<file path="src/rtl/img_seq_pkg.sv">
// img_xform_sequencer shared types: op codes, FSM states, default geometry.
// Imported by the sequencer top and its valid pipe.
package img_seq_pkg;

  localparam int unsigned IMG_W_DEF = 1024;
  localparam int unsigned IMG_H_DEF = 1024;
  localparam int unsigned PIX_DEF   = IMG_W_DEF * IMG_H_DEF;

  localparam logic [2:0] OP_STORE    = 3'b000;
  localparam logic [2:0] OP_ROT_CCW  = 3'b001;
  localparam logic [2:0] OP_ROT_CW   = 3'b010;
  localparam logic [2:0] OP_ROT_180  = 3'b011;
  localparam logic [2:0] OP_MIRROR_H = 3'b100;
  localparam logic [2:0] OP_MIRROR_V = 3'b101;
  localparam logic [2:0] OP_IDLE_RD  = 3'b111;

  typedef enum logic [2:0] {
    ST_IDLE,
    ST_LOAD,
    ST_ARM,
    ST_XFORM,
    ST_DRAIN,
    ST_DONE
  } state_e;

  function automatic logic op_legal(input logic [2:0] op);
    return op <= OP_MIRROR_V;
  endfunction

endpackage

</file>
<file path="src/rtl/img_seq_valid_pipe.sv">
// Delays the read-issue strobe and its last marker by the SRAM latency.
// Synchronous clear drops any in-flight beats.
module img_seq_valid_pipe
  import img_seq_pkg::*;
#(
  parameter int unsigned DEPTH = 1
) (
  input  logic clk,
  input  logic clr_i,
  input  logic vld_i,
  input  logic last_i,
  output logic vld_o,
  output logic last_o
);

  logic [DEPTH-1:0] vld_q;
  logic [DEPTH-1:0] last_q;

  // shift issue/last strobes one stage per cycle
  always_ff @(posedge clk) begin
    if (clr_i) begin
      vld_q  <= '0;
      last_q <= '0;
    end else begin
      vld_q  <= DEPTH'({vld_q, vld_i});
      last_q <= DEPTH'({last_q, last_i});
    end
  end

  assign vld_o  = vld_q[DEPTH-1];
  assign last_o = last_q[DEPTH-1];

endmodule

</file>
<file path="src/rtl/img_xform_sequencer.sv">
// Frame sequencer: LOAD pass into SRAM, then oriented TRANSFORM read-out.
// Macro IMG_SEQ_REUSE_FRAME_EN enables skipping LOAD for a stored frame.
module img_xform_sequencer
  import img_seq_pkg::*;
#(
  parameter int unsigned IMG_W    = IMG_W_DEF,
  parameter int unsigned IMG_H    = IMG_H_DEF,
  parameter int unsigned READ_LAT = 1,
  parameter int unsigned CNT_W    = 20
) (
  input  logic        clk,
  input  logic        rst,
  input  logic        cmd_valid,
  output logic        cmd_ready,
  input  logic [2:0]  cmd_op,
  input  logic        cmd_reuse,
  input  logic        in_valid,
  input  logic [23:0] in_data,
  output logic        in_ready,
  output logic        out_valid,
  output logic [23:0] out_data,
  output logic        out_last,
  output logic        busy,
  output logic        done,
  output logic        err_illegal,
  output logic        err_underrun,
  output logic        ad_rst,
  output logic [2:0]  ad_op_mode,
  output logic [23:0] ad_data_in,
  input  logic [23:0] ad_data_out
);

  localparam logic [CNT_W-1:0] LAST_CNT = CNT_W'(IMG_W * IMG_H - 1);
  localparam logic [CNT_W-1:0] RL_LAST  = CNT_W'(READ_LAT - 1);

  state_e           state_q, state_d;
  logic [2:0]       op_q, op_d;
  logic [CNT_W-1:0] cnt_q, cnt_d;
  logic             frame_valid_q;
  logic             cmd_ready_q, in_ready_q, busy_q, done_q;
  logic             err_illegal_q, err_underrun_q;
  logic             ad_rst_q;
  logic [2:0]       ad_op_mode_q;
  logic             accept, legal, pass_end, drain_end;
  logic             issue, issue_last, pipe_vld, pipe_last;

  assign accept    = cmd_valid && cmd_ready_q;
  assign legal     = op_legal(cmd_op);
  assign pass_end  = cnt_q == LAST_CNT;
  assign drain_end = cnt_q == RL_LAST;

`ifndef IMG_SEQ_REUSE_FRAME_EN
  logic unused_reuse;
  assign unused_reuse = cmd_reuse ^ frame_valid_q;
`endif

  // next-state decode
  always_comb begin
    state_d = state_q;
    op_d    = op_q;
    unique case (state_q)
      ST_IDLE: begin
        if (accept && legal) begin
          op_d    = cmd_op;
          state_d = ST_LOAD;
`ifdef IMG_SEQ_REUSE_FRAME_EN
          if (cmd_reuse && frame_valid_q)
            state_d = (cmd_op == OP_STORE) ? ST_DONE : ST_ARM;
`endif
        end
      end
      ST_LOAD: begin
        if (pass_end)
          state_d = (op_q == OP_STORE) ? ST_DONE : ST_ARM;
      end
      ST_ARM:   state_d = ST_XFORM;
      ST_XFORM: if (pass_end) state_d = ST_DRAIN;
      ST_DRAIN: if (drain_end) state_d = ST_DONE;
      ST_DONE:  state_d = ST_IDLE;
      default:  state_d = ST_IDLE;
    endcase
  end

  // pass counter restarts at every state change, idles at zero
  always_comb begin
    cnt_d = cnt_q + CNT_W'(1);
    if (state_d != state_q)
      cnt_d = '0;
    else if (!(state_q inside {ST_LOAD, ST_XFORM, ST_DRAIN}))
      cnt_d = '0;
  end

  // state, op and counter registers
  always_ff @(posedge clk) begin
    if (rst) begin
      state_q <= ST_IDLE;
      op_q    <= OP_STORE;
      cnt_q   <= '0;
    end else begin
      state_q <= state_d;
      op_q    <= op_d;
      cnt_q   <= cnt_d;
    end
  end

  // stored-frame validity and sticky underrun flag
  always_ff @(posedge clk) begin
    if (rst) begin
      frame_valid_q  <= 1'b0;
      err_underrun_q <= 1'b0;
    end else begin
      if (state_q == ST_LOAD && pass_end)
        frame_valid_q <= 1'b1;
      else if (state_q == ST_IDLE && state_d == ST_LOAD)
        frame_valid_q <= 1'b0;
      if (accept && legal)
        err_underrun_q <= 1'b0;
      else if (state_q == ST_LOAD && !in_valid)
        err_underrun_q <= 1'b1;
    end
  end

  // registered control outputs decoded from the upcoming state
  always_ff @(posedge clk) begin
    if (rst) begin
      cmd_ready_q   <= 1'b0;
      in_ready_q    <= 1'b0;
      busy_q        <= 1'b0;
      done_q        <= 1'b0;
      err_illegal_q <= 1'b0;
      ad_rst_q      <= 1'b1;
      ad_op_mode_q  <= OP_IDLE_RD;
    end else begin
      cmd_ready_q   <= state_d == ST_IDLE;
      in_ready_q    <= state_d == ST_LOAD;
      busy_q        <= state_d != ST_IDLE;
      done_q        <= state_d == ST_DONE;
      err_illegal_q <= accept && !legal;
      ad_rst_q      <= !(state_d inside {ST_LOAD, ST_XFORM});
      if (state_d == ST_LOAD)
        ad_op_mode_q <= OP_STORE;
      else if (state_d == ST_XFORM)
        ad_op_mode_q <= op_d;
      else
        ad_op_mode_q <= OP_IDLE_RD;
    end
  end

  assign issue      = state_q == ST_XFORM;
  assign issue_last = issue && pass_end;

  img_seq_valid_pipe #(
    .DEPTH (READ_LAT)
  ) u_pipe (
    .clk    (clk),
    .clr_i  (rst),
    .vld_i  (issue),
    .last_i (issue_last),
    .vld_o  (pipe_vld),
    .last_o (pipe_last)
  );

  assign cmd_ready    = cmd_ready_q;
  assign in_ready     = in_ready_q;
  assign busy         = busy_q;
  assign done         = done_q;
  assign err_illegal  = err_illegal_q;
  assign err_underrun = err_underrun_q;
  assign ad_rst       = ad_rst_q;
  assign ad_op_mode   = ad_op_mode_q;
  assign ad_data_in   = in_data;
  assign out_valid    = pipe_vld;
  assign out_last     = pipe_last;
  assign out_data     = pipe_vld ? ad_data_out : '0;

endmodule

</file>
<file path="config.mk">
export PLATFORM = sky130hd
export DESIGN_NAME = img_xform_sequencer
export DESIGN_NICKNAME = d
export VERILOG_FILES = /design/src/rtl/img_seq_pkg.sv /design/src/rtl/img_seq_valid_pipe.sv /design/src/rtl/img_xform_sequencer.sv
export SDC_FILE = /design/constraint.sdc
export NUM_CORES = 1
export LEC_CHECK = 0
export BUFFER_PORTS_ARGS = -buffer_cell sky130_fd_sc_hd__buf_2
export CAP_MARGIN = 20
export CORE_UTILIZATION = 47
export CTS_CLUSTER_DIAMETER = 40
export CTS_CLUSTER_SIZE = 25
export DETAILED_ROUTE_END_ITERATION = 8
export GPL_TIMING_DRIVEN = 0
export MAX_ROUTING_LAYER = met4
export PLACE_DENSITY_LB_ADDON = 0.15
export SYNTH_ARGS = -nofsm -noshare
export SYNTH_HDL_FRONTEND = slang
export SYNTH_SLANG_ARGS = --single-unit
</file>
<file path="constraint.sdc">
create_clock -name clk -period 5.7 [get_ports clk]
set_clock_uncertainty 0.15 [all_clocks]
set_input_delay 0 -clock clk [delete_from_list [all_inputs] [get_ports clk]]
set_output_delay 0 -clock clk [all_outputs]
set_load 0.02 [all_outputs]
</file>
Word-level counts from Yosys, hierarchy flattened
Cells that the tools add are included.

Add/subtract/negate cells: 1. Order comparisons: 1. Equality and inequality tests: 9. Multiplexer cells: 11. Bitwise logic cells: 1. Reduce and logical (&&, ||, !) cells: 17.

Operator list (count): 3-bit two-way mux (9); 24-bit two-way mux (1); 20-bit by 1-bit adder with 20-bit output (second input constant) (1); 20-bit == test (second input constant) (1); 20-bit logical NOT (1); 3-bit case mux with 5 select lines (1); 3-bit by 2-bit == test with 1-bit output (second input constant) (3); 3-bit logical NOT (3); 3-bit by 1-bit == test with 1-bit output (second input constant) (2); 3-bit == test (second input constant) (2); 3-bit nonzero test (2); 1-bit logical AND (5); 3-bit <= comparator (second input constant) (1); 1-bit logical NOT (3); 3-bit inequality test (1); 3-bit OR reduction (1); 2-bit nonzero test (1); 2-bit OR reduction (1); 1-bit NOT (1).

Register bits: 38. Output and inout port bits: 60. Logic and storage cells: 53.

Longest topological paths before layout
Gate-level depths: netlist (run 1).

Depth in word-level cells: 7. Depth in mapped cells: 7. Mapped depth without buffers: 7.

Cells and area by module
A second synthesis (run 1) with hierarchy kept.

Cells, all modules: 235. Area total of the unflattened synthesis: 2008.2 µm².

Modules (own cells, without submodules): img_xform_sequencer (times used 1, cells each 231, area an instance 1955.6 µm², sequential area each 720.7 µm²); img_seq_valid_pipe (times used 1, cells each 4, area an instance 52.6 µm², sequential area each 40.0 µm²).

Least setup slack after synthesis (run 1)
No wires, ideal clock.

Path type: flip-flop to flip-flop. From: reg cnt_q[9]. To: reg in_ready_q, in the netlist in_ready. Setup time: 0.135 ns. Data arrival time: 1.854 ns. Path slack: 3.561 ns. Cell stages (with the launch flop): 6. Path buffers: 0. Period minus slack after synthesis: 2.139 ns. Cells stage by stage: dfxtp_1 -> nand4_2 -> or4_4 -> o31a_1 -> or3_4 -> nor3b_2.

Cells in the longest elaborated chain, start to end: 4. Elaborated cells between the ends (all ways): 7. Those cells by class: 2 x eq/ne; 4 x mux; 1 x reduce/logical.

RTL lines: start, declared (RTL line img_xform_sequencer.sv:38) `logic [CNT_W-1:0] cnt_q, cnt_d;`; start signal, assigned (RTL line img_xform_sequencer.sv:102) `cnt_q <= cnt_d;`; 20-bit == test / 20-bit logical NOT (equally long branches) (RTL line img_xform_sequencer.sv:49, img_xform_sequencer.sv:50); 3-bit two-way mux (on tied branches) (RTL line img_xform_sequencer.sv:77, img_xform_sequencer.sv:73, img_xform_sequencer.sv:78); 3-bit case mux with 5 select lines (*) (RTL line img_xform_sequencer.sv:61) `unique case (state_q)`; 3-bit by 1-bit == test with 1-bit output (*) (RTL line img_xform_sequencer.sv:135) `in_ready_q <= state_d == ST_LOAD;`; end signal, assigned (RTL line img_xform_sequencer.sv:127) `in_ready_q <= 1'b0;`; end signal, assigned (RTL line img_xform_sequencer.sv:135); end, declared (RTL line img_xform_sequencer.sv:40) `logic cmd_ready_q, in_ready_q, busy_q, done_q;`.

Mark *: on every way between the ends. The rest lies on a longest branch, timed or not. A chain may end at the register's enable or synchronous reset.

Final worst setup path (run 1)
Same ends and word-level chain as after synthesis.

==> results of run 1 <==
## worst max-delay path: stages, from the launching register on
cell	delay, ns
dfxtp_1	0.48
nand4_2	0.16
or4_4	0.57
o31a_1	0.31
or3_4	0.35
nor3b_2	0.16
## cells in the final DEF, fill, tap and decap left out, drive strengths merged, types with 2 or more instances in the layout
cell type    count
ha               2
and4             4
or3              2
nor3            10
clkbuf          14
buf            115
or2              2
nor3b            2
and2            24
xnor2            9
nand2b           2
a211oi           2
nor4             6
nand3           11
nand4            8
a21oi            9
dlygate4sd3      6
nand2           18
dfxtp           38
xor2             9
inv              5
nor2            34
## cell usage after synthesis, drive strengths merged, types with 2 or more instances
master	count	area share [%]
a211oi	2	0.74
a21oi	9	2.2
and2	24	7.4
and4	4	1.8
buf	25	9.1
clkbuf	6	1.1
dfxtp	38	37
ha	2	1.2
inv	5	0.92
nand2	18	3.3
nand2b	2	0.99
nand3	11	2.7
nand4	8	5.0
nor2	34	6.3
nor3	10	2.5
nor3b	2	0.99
nor4	6	1.8
or2	2	0.62
or3	2	0.86
xnor2	9	3.9
xor2	9	3.9
## sequential cells by signal (all words and copies together), names as in the netlist
signal,count
busy,1
err_illegal,1
done,1
ad_rst,1
ad_op_mode,3
in_ready,1
err_underrun,1
op_q,3
u_pipe.vld_o,1
cnt_q,20
cmd_ready,1
u_pipe.last_o,1
state_q,3
## final timing paths
path,startpoint,endpoint,slack [ns],depth (start not counted)
setup reg to reg,cnt_q[9]$_SDFF_PP0_,in_ready$_SDFF_PP0_,3.39,5
setup / recovery,cnt_q[9]$_SDFF_PP0_,in_ready$_SDFF_PP0_,3.39,5
hold reg to reg,cmd_ready$_SDFF_PP0_,err_illegal$_SDFF_PP0_,0.33,2
hold / removal,in_data[11],ad_data_in[11],0.07,2
## kinds of logic (layout without fill, tap and decap cells)
kind of cell	count (synthesis)	in the layout	share of synthesized area [%]
AND/OR/NAND/NOR	127	127	36.0
flip-flops	38	38	37.5
buffers and inverters	36	140	11.2
AO/OA/AOI/OAI	18	18	5.86
XOR/XNOR	18	18	7.77
adder cells (fa/ha/maj)	2	2	1.23
multiplexers	1	1	0.493
## area by class of cell
| cell class | instances | share of cell area, % |
|---|---|---|
| Clock buffer | 8 | 4.06 |
| Sequential cell | 38 | 28.0 |
| Multi-Input combinational cell | 166 | 38.4 |
| Inverter | 5 | 0.692 |
| Timing Repair Buffer | 96 | 18.8 |
| Tap cell | 50 | 2.31 |
| Buffer | 31 | 7.66 |
## power groups by stage
stage | Sequential (uW) | Clock [uW] | Combinational [uW]
3_5_place_dp | 282 | 0 | 77.7
3_3_place_gp | 282 | 0 | 77.4
6_report | 276 | 214 | 81.5
2_1_floorplan | 287 | 0 | 45.0
5_1_grt | 277 | 230 | 89.6
4_1_cts | 276 | 219 | 81.3
## metrics by stage
stage / cell area [sq um] / hold slack (ns)
floorplan: 2030 / -0.0374
global placement: 2540 / 0.0671
detailed placement: 2540 / 0.0667
CTS: 2710 / 0.0665
global route: 2710 / 0.0707
finish: 2710 / 0.0659
## layer usage
metal	global-route usage (%)	routed length, microns	share of wire [%]
met3	4.73	354	6.7
met4	12.5	110	2.1
met5	-	0	0
met2	40.2	2440	46
met1	30.8	2350	45
==> summary.md, run 1 <==
| Metric | Value |
|---|---|
| H-Tree Depth | 2 |
| Core Footprint | 4090 sq um |
| Drt first pass iters | 4 |
| WL per Instance | 13.3 microns |
| Async set-reset flop share out of synthesis | 0% |
| Synth warn | 0 |
| MaxCap Viol Count | 0 |
| Overflow after GRT | 0 |
| Area Overhead vs Synth | 33.7% |
| Sequential power share | 48.2% |
| Setup TNS Final | 0 ns |
| CTS tree | built |
| Maximum vdd drop | slightly above 0.2 mV |
| Via density | 4.95 |
| Rows | 23 |
| RSZ-0062 raised after global routing | no |
| CP endpoint kind | flop |
| Leakage Power | between 0.001 and 0.0015 uW |
| Share of cells above drive strength 1 | 39.2% |
| IO Port Bufs | 90 |
| Antenna diode count | 0 |
| Sequential fraction of the synthesis area | between 30% and 40% |
| # fillers | ~360 |
| Clk network pwr share | a little under two fifths |
| Worst-skew pair later-pin latency | 0.30 ns |
| Total number of vias | between 1500 and 2000 |
| Global-route wire length before repair | roughly 8 mm |
| Clock-pin slew on the worst setup and hold paths | around 0.07 ns |
| Final Wtd Congestion | ~0.86 |
| DIE WIDTH | 67.7 microns |
| Post-synth cell types | 40 |
| Worst-Margin Slew | 0.618 ns |
| DRT iter0 DRCs | 45 |
| Cell-internal power | 433 uW |
| Pre-CTS setup slack | about 3.4 ns |
| Status | finished, final reports clean |
| PostCTS Resize Cnt | 0 |
| Switch share | 24.3% |
| DRT Wirelength | approximately 5.3 mm |
| Worst setup margin | between 3 and 4 ns |
| # DRC | 0 |
| CP startpoint kind | flop |
| Clock period minus final worst setup slack | roughly 2.3 ns |
| Most used DFF post-synth | dfxtp_1 |
| Die ar. | approximately 4600 sq um |
| Final count of negative-setup-slack endpoints | 0 |
| CTS Hold Bufs | 6 |
| Fin. Hold Viols | 0 |
| Final #Nets | ~400 |
| Worst Path Required | around 5.7 ns |
| Setup Buffers After CTS | 0 |
| Clk sink count | 38 |
| Sw Pwr | 139 uW |
| Comb pwr share | ~14% |
| Worst hold path type | primary input to output port |
| Final period util | between 40% and 50% |
| Overall Power | between 500 and 600 uW |
| CP Max Fanout | 7 |
| Largest net degree at the start of global routing | 12 |
| Root buffer cell | clkbuf_8 |
| Cells after synthesis | between 200 and 250 |
| Total GRT Usage | between 20% and 30% |
| Num CTS Buffers | 5 |
| Setup CP Type | flop to flop |
| Multi-input logic area | 1040 sq um |
| Antenna violations before repair | 0 |
| Synthesized flop and latch total | 38 |
| Die Ht | about 68 microns |
| Clock tree buffer depth | 2 |
| Post-synth EDFFs | 0 |
| Detailed Place HPWL | between 3 and 4 mm |
| CP arrival | between 2 and 2.5 ns |
| Pwr per Cell Area | 211 nW/um^2 |
| Post-route ant nets | 0 |
| Fin. max-slew vios | 0 |
| Syn_area_per_cell | 8.46 sq um |
| Fmax | approximately 430 MHz |
| Register area | ~760 sq um |
| Placed Cells incl. Taps | 380 |
| Post-Syn Nets | around 300 |
| Cell area after synthesis | 2030 sq um |
| I/O pins | 116 |
| Vias in the first global route | between 1500 and 2000 |
| Initial core utilization | 49.7% |
| Util after Layout | approximately two thirds |
| Slew margin rel. | 58.5% |
| Final Non-Filler Cells | around 400 |
Power figures use the tool's default switching activity.
==> run 2, diff against run 1 <==
- CORE_UTILIZATION: 47 -> 40
- clock period: 5.7 -> 1.88 ns (I/O delays scaled with it)
==> summary.md, run 2 (synthesis gave the netlist of run 1 again) <==
| Metric | Value |
|---|---|
| Status | complete, but fails checks |
| Failing checks | setup timing |
| Num CTS Buffers | 5 |
| DRT iter0 DRCs | 35 |
| M1 WL | approximately 2.5 mm |
| Wire length on met2 | approximately 3.1 mm |
| Overall Power | approximately 1700 uW |
| CTS tree | built |
| Final #Nets | 416 |
| Largest net degree at the start of global routing | 12 |
| Share of cells above drive strength 1 | 47.1% |
| H-Tree Depth | 2 |
| Pwr per Cell Area | ~560 nW/um^2 |
| Hold Worst Slack | around 0.066 ns |
| CP startpoint kind | flop |
| Drt first pass iters | 4 |
| Antenna diode count | 0 |
| CP endpoint kind | flop |
| Total GRT Usage | between 20% and 30% |
| WL per Instance | roughly 14 microns |
| Met3 WL | around 370 microns |
| Highest-count cells in the layout ignoring fill and taps | buf_2 (91), buf_4 (35), nor2_1 (32), dfxtp_1 (28), and2_1 (24) |
| DIE WIDTH | 73.2 microns |
| Fin. max-slew vios | 0 |
| Post-route ant nets | 0 |
| Worst hold path type | primary input to output port |
| Max reg flops | 20 |
| Fmax | between 400 and 500 MHz |
| Worst-skew pair later-pin latency | 0.29 ns |
| Global-route wire length before repair | ~9 mm |
| Clock period minus final worst setup slack | approximately 2.1 ns |
| CP max stage delay | around 0.55 ns |
| DRT Wirelength | a little over 6 mm |
| Fin. Hold Viols | 0 |
| I/O pins | roughly 120 |
| Maximum vdd drop | 0.502 mV |
| Core Footprint | around 4800 sq um |
| CP arrival | 2.13 ns |
| Register name with the most flops | cnt_q |
| Vias in the first global route | 1839 |
| # DRC | 0 |
| Most common cell after layout, fill and taps aside | buf_2 |
| Leakage Power | approximately 0.0014 uW |
| Worst Path Required | approximately 1.9 ns |
| Rows | 25 |
| Hold path depth | 2 |
| Final Wtd Congestion | around 0.82 |
| Antenna violations before repair | 0 |
| Initial core utilization | a little over two fifths |
| Root buffer cell | clkbuf_8 |
| Final count of negative-setup-slack endpoints | 27 |
| Clock-pin slew on the worst setup and hold paths | around 0.07 ns |
| Overflow after GRT | 0 |
| Area Overhead vs Synth | 47.8% |
| Util after Layout | approximately 62% |
| Clk sink count | 38 |
| Uppermost layer routed | met4 |
| R2R depth | 5 |
| Critical path cell sequence | nand4_4, or4_4, o31a_1, or3_4, nor3b_2 |
| Via density | between 4 and 5 |
| Total number of vias | a little over 2000 |
| CP Max Fanout | 3 |
| Slowest cell on crit path | or4_4 |
| Die ar. | 5360 sq um |
| Slew margin rel. | 57.8% |
| Worst-Margin Slew | around 0.63 ns |
| Pre-CTS setup slack | -0.319 ns |
| Die Ht | 73.2 microns |
| Detailed Place HPWL | around 4.3 mm |
| Clock tree buffer depth | 2 |
| MaxCap Viol Count | 0 |
| Final period util | 112% |
| RSZ-0062 raised after global routing | yes |
| Worst setup margin | -0.227 ns |
| Setup CP Type | flop to flop |
| IO Port Bufs | 90 |
-- run 2: cell types whose count changed in the layout (fill, tap and decap cells not counted), sizes merged --
cell and change:
dlygate4sd3 +1, buf +13, clkinv +1
-- run 2: metal layers --
layer | vias up | global-route usage, %
met5 | - | -
met4 | 0 | 7.19
met3 | 7 | 4.28
met2 | 72 | 40.6
met1 | 956 | 26.9
li1 | 1027 | -
-- run 2: where the power goes --
part	internal, uW	switching (uW)
Sequential	811	13.5
Combinational	143	139
Clock	296	289
Total	1250	442
-- run 2: layout make-up --
type                    instances  area [sq um]
repair buffers                111           653
fillers                       441          1820
clock buffers                   7          86.3
flip-flops and latches         38           796
multi-input cells             166          1130
inverters                       5          18.8
well taps                      67          83.8
plain buffers                  31           229
clock inverters                 1          5.00
-- run 2: path summary, 6_finish.rpt --
kind	start	end	slack [ns]
max	cnt_q[12]$_SDFF_PP0_	in_ready$_SDFF_PP0_	-0.23
min	in_data[10]	ad_data_in[10]	0.07
max reg2reg	cnt_q[12]$_SDFF_PP0_	in_ready$_SDFF_PP0_	-0.23
min reg2reg	cnt_q[0]$_SDFF_PP0_	cnt_q[0]$_SDFF_PP0_	0.31
-- run 2: stage by stage --
stage	instance area [sq um]	setup TNS (ns)	std cells
finish	3000	-3.02	426
detailed placement	2590	-3.48	397
global route	3000	-4.59	426
global placement	2590	-3.46	397
floorplan	2060	-0.372	240
CTS	2930	-2.75	423
-- run 2: timing repair --
action,in CTS,in global routing
hold buffers,7,0
setup endpoints to repair,27,28
gates resized for setup,22,9
hold endpoints to repair,7,0
pin swaps,5,2
cloned,1,1
setup buffers,10,2
-- run 2: critical path, delay by kind of cell (launching register included) --
kind	cells	cell delay [ns]
AO/OA/AOI/OAI	1	0.31
flip-flops	1	0.37
AND/OR/NAND/NOR	4	1.15
